`src/rtl/moddiv_pow2_pipe.sv`:
```
// Pipelined modular scaler: y = x * 2^-k mod q for odd q. Each stage does one
// conditional halving; a valid/ready handshake provides full backpressure.
module moddiv_pow2_pipe #(
  parameter int LOGQ  = 13,
  parameter int LANES = 2,
  parameter int MAXK  = 3,
  localparam int KW   = $clog2(MAXK + 1)
) (
  input  logic                  clk,
  input  logic                  rst_n,
  input  logic                  in_valid,
  output logic                  in_ready,
  input  logic [KW-1:0]         in_k,
  input  logic [LANES*LOGQ-1:0] in_x,
  input  logic [LOGQ-1:0]       q,
  output logic                  out_valid,
  input  logic                  out_ready,
  output logic [LANES*LOGQ-1:0] out_y,
  output logic                  err
);

  typedef logic [LOGQ-1:0] word_t;

  logic          vld     [MAXK];
  logic [KW-1:0] rk      [MAXK];
  word_t         dat     [MAXK][LANES];
  logic          nxt_vld [MAXK];
  logic [KW-1:0] nxt_rk  [MAXK];
  word_t         nxt_dat [MAXK][LANES];

  logic          adv;
  logic          accept;
  logic          k_over;
  logic          x_over;
  logic [KW-1:0] k_eff;
  word_t         half_q1;

  // (q+1)/2 without needing a LOGQ+1 bit sum, valid because q is odd.
  assign half_q1 = (q >> 1) + word_t'(1);

  // For x < q the sum stays below q, so no carry out of LOGQ bits.
  function automatic word_t halve(input word_t x, input word_t hq);
    return x[0] ? ((x >> 1) + hq) : (x >> 1);
  endfunction

  always_comb begin
    adv      = ~vld[MAXK-1] | out_ready;
    in_ready = adv;
    accept   = in_valid & adv;
    k_over   = 32'(in_k) > 32'(MAXK);
    k_eff    = k_over ? KW'(MAXK) : in_k;
    x_over   = 1'b0;
    for (int l = 0; l < LANES; l++) begin
      if (in_x[l*LOGQ +: LOGQ] >= q) x_over = 1'b1;
    end
  end

  always_comb begin
    for (int s = 0; s < MAXK; s++) begin
      nxt_vld[s] = 1'b0;
      nxt_rk[s]  = '0;
      for (int l = 0; l < LANES; l++) nxt_dat[s][l] = '0;
    end

    nxt_vld[0] = accept;
    nxt_rk[0]  = (k_eff != '0) ? k_eff - KW'(1) : '0;
    for (int l = 0; l < LANES; l++) begin
      nxt_dat[0][l] = (k_eff != '0) ? halve(in_x[l*LOGQ +: LOGQ], half_q1)
                                     : in_x[l*LOGQ +: LOGQ];
    end

    for (int s = 1; s < MAXK; s++) begin
      nxt_vld[s] = vld[s-1];
      nxt_rk[s]  = (rk[s-1] != '0) ? rk[s-1] - KW'(1) : '0;
      for (int l = 0; l < LANES; l++) begin
        nxt_dat[s][l] = (rk[s-1] != '0) ? halve(dat[s-1][l], half_q1)
                                         : dat[s-1][l];
      end
    end
  end

  // The whole pipe moves in lockstep; bubbles are kept, not collapsed.
  always_ff @(posedge clk or negedge rst_n) begin
    if (!rst_n) begin
      for (int s = 0; s < MAXK; s++) begin
        vld[s] <= 1'b0;
        rk[s]  <= '0;
        for (int l = 0; l < LANES; l++) dat[s][l] <= '0;
      end
    end else if (adv) begin
      for (int s = 0; s < MAXK; s++) begin
        vld[s] <= nxt_vld[s];
        rk[s]  <= nxt_rk[s];
        for (int l = 0; l < LANES; l++) dat[s][l] <= nxt_dat[s][l];
      end
    end
  end

  always_ff @(posedge clk or negedge rst_n) begin
    if (!rst_n) begin
      err <= 1'b0;
    end else if (accept && (x_over || k_over)) begin
      err <= 1'b1;
    end
  end

  assign out_valid = vld[MAXK-1];

  for (genvar l = 0; l < LANES; l++) begin : g_out
    assign out_y[l*LOGQ +: LOGQ] = dat[MAXK-1][l];
  end

endmodule
```
`config.mk`:
```
export PLATFORM = sky130hd
export DESIGN_NAME = moddiv_pow2_pipe
export DESIGN_NICKNAME = d
export VERILOG_FILES = /design/src/rtl/moddiv_pow2_pipe.sv
export SDC_FILE = /design/constraint.sdc
export NUM_CORES = 1
export LEC_CHECK = 0
export CAP_MARGIN = 10
export CELL_PAD_IN_SITES_DETAIL_PLACEMENT = 1
export CELL_PAD_IN_SITES_GLOBAL_PLACEMENT = 2
export CORE_UTILIZATION = 36
export DETAILED_ROUTE_END_ITERATION = 8
export GPL_TIMING_DRIVEN = 0
export PLACE_DENSITY_LB_ADDON = 0.1
export REMOVE_ABC_BUFFERS = 1
export SLEW_MARGIN = 20
export SYNTH_ARGS = -nofsm -noshare
export SYNTH_HDL_FRONTEND = slang
export SYNTH_SLANG_ARGS = --single-unit
```
`constraint.sdc`:
```
create_clock -name clk -period 3 [get_ports clk]
set_input_delay 0.3 -clock clk [delete_from_list [all_inputs] [get_ports clk]]
set_output_delay 0.3 -clock clk [all_outputs]
set_load 0.02 [all_outputs]
```
==> metrics <==
row cnt=55; synth top area cells=dfrtp_1 25%, ha_1 16%, a21oi_1 7.9%; Tmin final=2862 ps; GRT Util Overall=22.56%; Bufs on Longest Clock Path=2; Int Power=4.471 mW; Clock power frac=15.5%; post-synth cell types=66; post-placement cell count=1375; Die Span X=156.0 µm; H-tree Lvls=3; Power Density=822.1 mW/mm²; RSZ-0062 raised after global routing=false; Pleak=4.268 nW; worst setup margin=137.6 ps; Post-Synthesis Cells=1057; final max-slew violation count=0; Fin. Hold Viols=0; Final Cycle Share=95.41%; ant diodes=0; layout cells sized above 1=8.272%; commonest register cell after synthesis=dfrtp_1; Reg clk slew, reported paths=70 ps; Worst-Margin Slew=1106 ps; Worst-Skew Late Latency=360 ps; Final Non-Filler Cells=1401; clock tree sinks=86; final core occ=43.94%; initial core utilization=37.24%; CP max FO=6; syn_area_per_cell=8.073 µm²; Max-Cap Viols=0; Hold Path Class=in2async; WP data required=3290 ps; Fin Clk Skew=10.81 ps; leading area contributor after synthesis=dfrtp_1; WS Path Type=in2reg; vias in the first global route=8034; Slew headroom=25.88%; Comb pwr share=57.0%; status=finished clean; Num CTS Buffers=9; DRT Pass-1 Iters=4; CTS Root Cell=clkbuf_16; fmax=0.3494 GHz; GP Congestion=0.8886; CORE AREA=0.02292 mm²; Nets=1243; via count=7763; I/O pin cnt=74; starting DRC count in detailed routing=323; Post-synth EDFFs=0; flop and latch count out of synthesis=86; initial antenna violation count=0; CP Capture Type=flop; Max VDD drop=0.2689 mV; cell area after layout=0.01007 mm²; Routed WL=26380 µm; Post-Synthesis Cell Area=0.008533 mm²; NetSw=3.806 mW; Seq/Total Area, Yosys=25.22%; Final setup viols=0; Worst Path Arrival=3150 ps; DIE HEIGHT=156.0 µm; area grow syn2layout=17.99%; Routed Antenna Nets=0; die outline area=0.02432 mm²; CTS tree=built; switching share of total power=45.99%; worst hold slack=356.5 ps; first-pass GRT wire length=42900 µm; Startpoint Class=input pin; Synth warnings=0; overflow left after global routing=0; WL/cell=18.83 µm; DP Area=0.009443 mm²; Fin Setup TNS=0 ps; fillers=2710; Via density=5.541; ys async rst share=100.0%; post-synth top area share=25.22%; number of port buffers=73; drt drc=0; largest net degree at the start of global routing=65; Seq pwr share=27.6%; pre-CTS setup slack=-1309 ps; Total Power=8.277 mW; dpl hpwl=20190 µm
## logic make-up after synthesis
kind of cell,count (synthesis),synth area share [%]
multiplexers,14,1.686
buffers and inverters,106,5.880
AO/OA/AOI/OAI,366,26.39
AND/OR/NAND/NOR,313,17.58
adder cells (fa/ha/maj),115,17.39
flip-flops,86,25.22
XOR/XNOR,57,5.850
## power groups by stage
stage / clock [mW] / combinational [mW] / sequential [mW]
after global placement: 0 / 4.50 / 2.28
after global routing: 1.35 / 5.25 / 2.37
after CTS: 1.32 / 4.69 / 2.28
after floorplan: 0 / 3.02 / 2.31
final: 1.28 / 4.71 / 2.28
after detailed placement: 0 / 4.61 / 2.29
## worst max-delay path, stage by stage
cell and delay, ps:
buf_2 180, nand3_2 140, or3_4 470, nor3_4 170
xnor2_2 120, buf_12 160, ha_1 370, a21oi_1 170
o21ai_0 90, a211oi_1 250, o21ai_0 140, o21ai_0 120
mux2_2 360, a21oi_1 120
## cells in the mapped netlist, types with 9 or more instances
cell      instances
a21oi_1         135
ha_1            109
dfrtp_1          86
nor2_1           82
o21ai_0          77
nand2_1          75
nor3_1           68
clkbuf_1         37
a211oi_1         34
xnor2_1          34
a21o_1           29
inv_1            28
buf_4            26
nand3_1          26
xor2_1           23
o22ai_1          14
o21bai_1         13
a31oi_1          11
mux2i_1          11
and3_1            9
## flip-flops by register name (all words and copies together) (netlist names)
register,flops
dat,52
out_y,26
rk,4
nxt_vld,2
err,1
out_valid,1
## routing by layer
metal	share of wire (%)	GRT usage [%]	vias up
met3	1.8	2.083	22
li1	-	-	3929
met1	51	31.21	3724
met5	0	0	-
met4	1.3	5.556	0
met2	46	37.63	88
## area by class of cell
class	count	area (µm²)	share of cell area (%)
Clock buffer	9	225.2	2.237
Clock inverter	7	102.6	1.019
Inverter	30	121.4	1.205
Multi-Input combinational cell	866	6151	61.09
Sequential cell	86	2152	21.37
Tap cell	313	391.6	3.890
Timing Repair Buffer	90	924.6	9.184
## cells in the final DEF, fill, tap and decap left out, types with 28 or more instances in the layout
cell               n
clkdlybuf4s50_1   63
nor2_1            78
a21o_1            29
nand2_1           74
dfrtp_1           86
a211oi_1          33
nor3_1            67
a21oi_1          132
o21ai_0           76
ha_1             103
inv_1             28
## timing repair
item | in CTS | in global routing
setup endpoints to repair | 45 | 15
buffers inserted | 7 | 1
hold buffers | 1 | 0
gates cloned | 0 | 1
resized for setup | 33 | 25
pin swaps | 8 | 3
hold endpoints to repair | 22 | 0
## path summary, 6_finish.rpt
path                       startpoint          to  slack, ps  cells after the start
setup / recovery                 q[3]     dat[38]        140                     14
hold / removal                  rst_n    out_y[1]        360                      2
setup reg to reg              dat[27]   out_y[25]        240                      9
hold reg to reg            nxt_vld[0]  nxt_vld[0]        460                      2
max in group asynchronous       rst_n     dat[58]       2020                      3
min in group clk           nxt_vld[0]  nxt_vld[0]        460                      2
No activity file was read; power rests on OpenSTA's default activity.
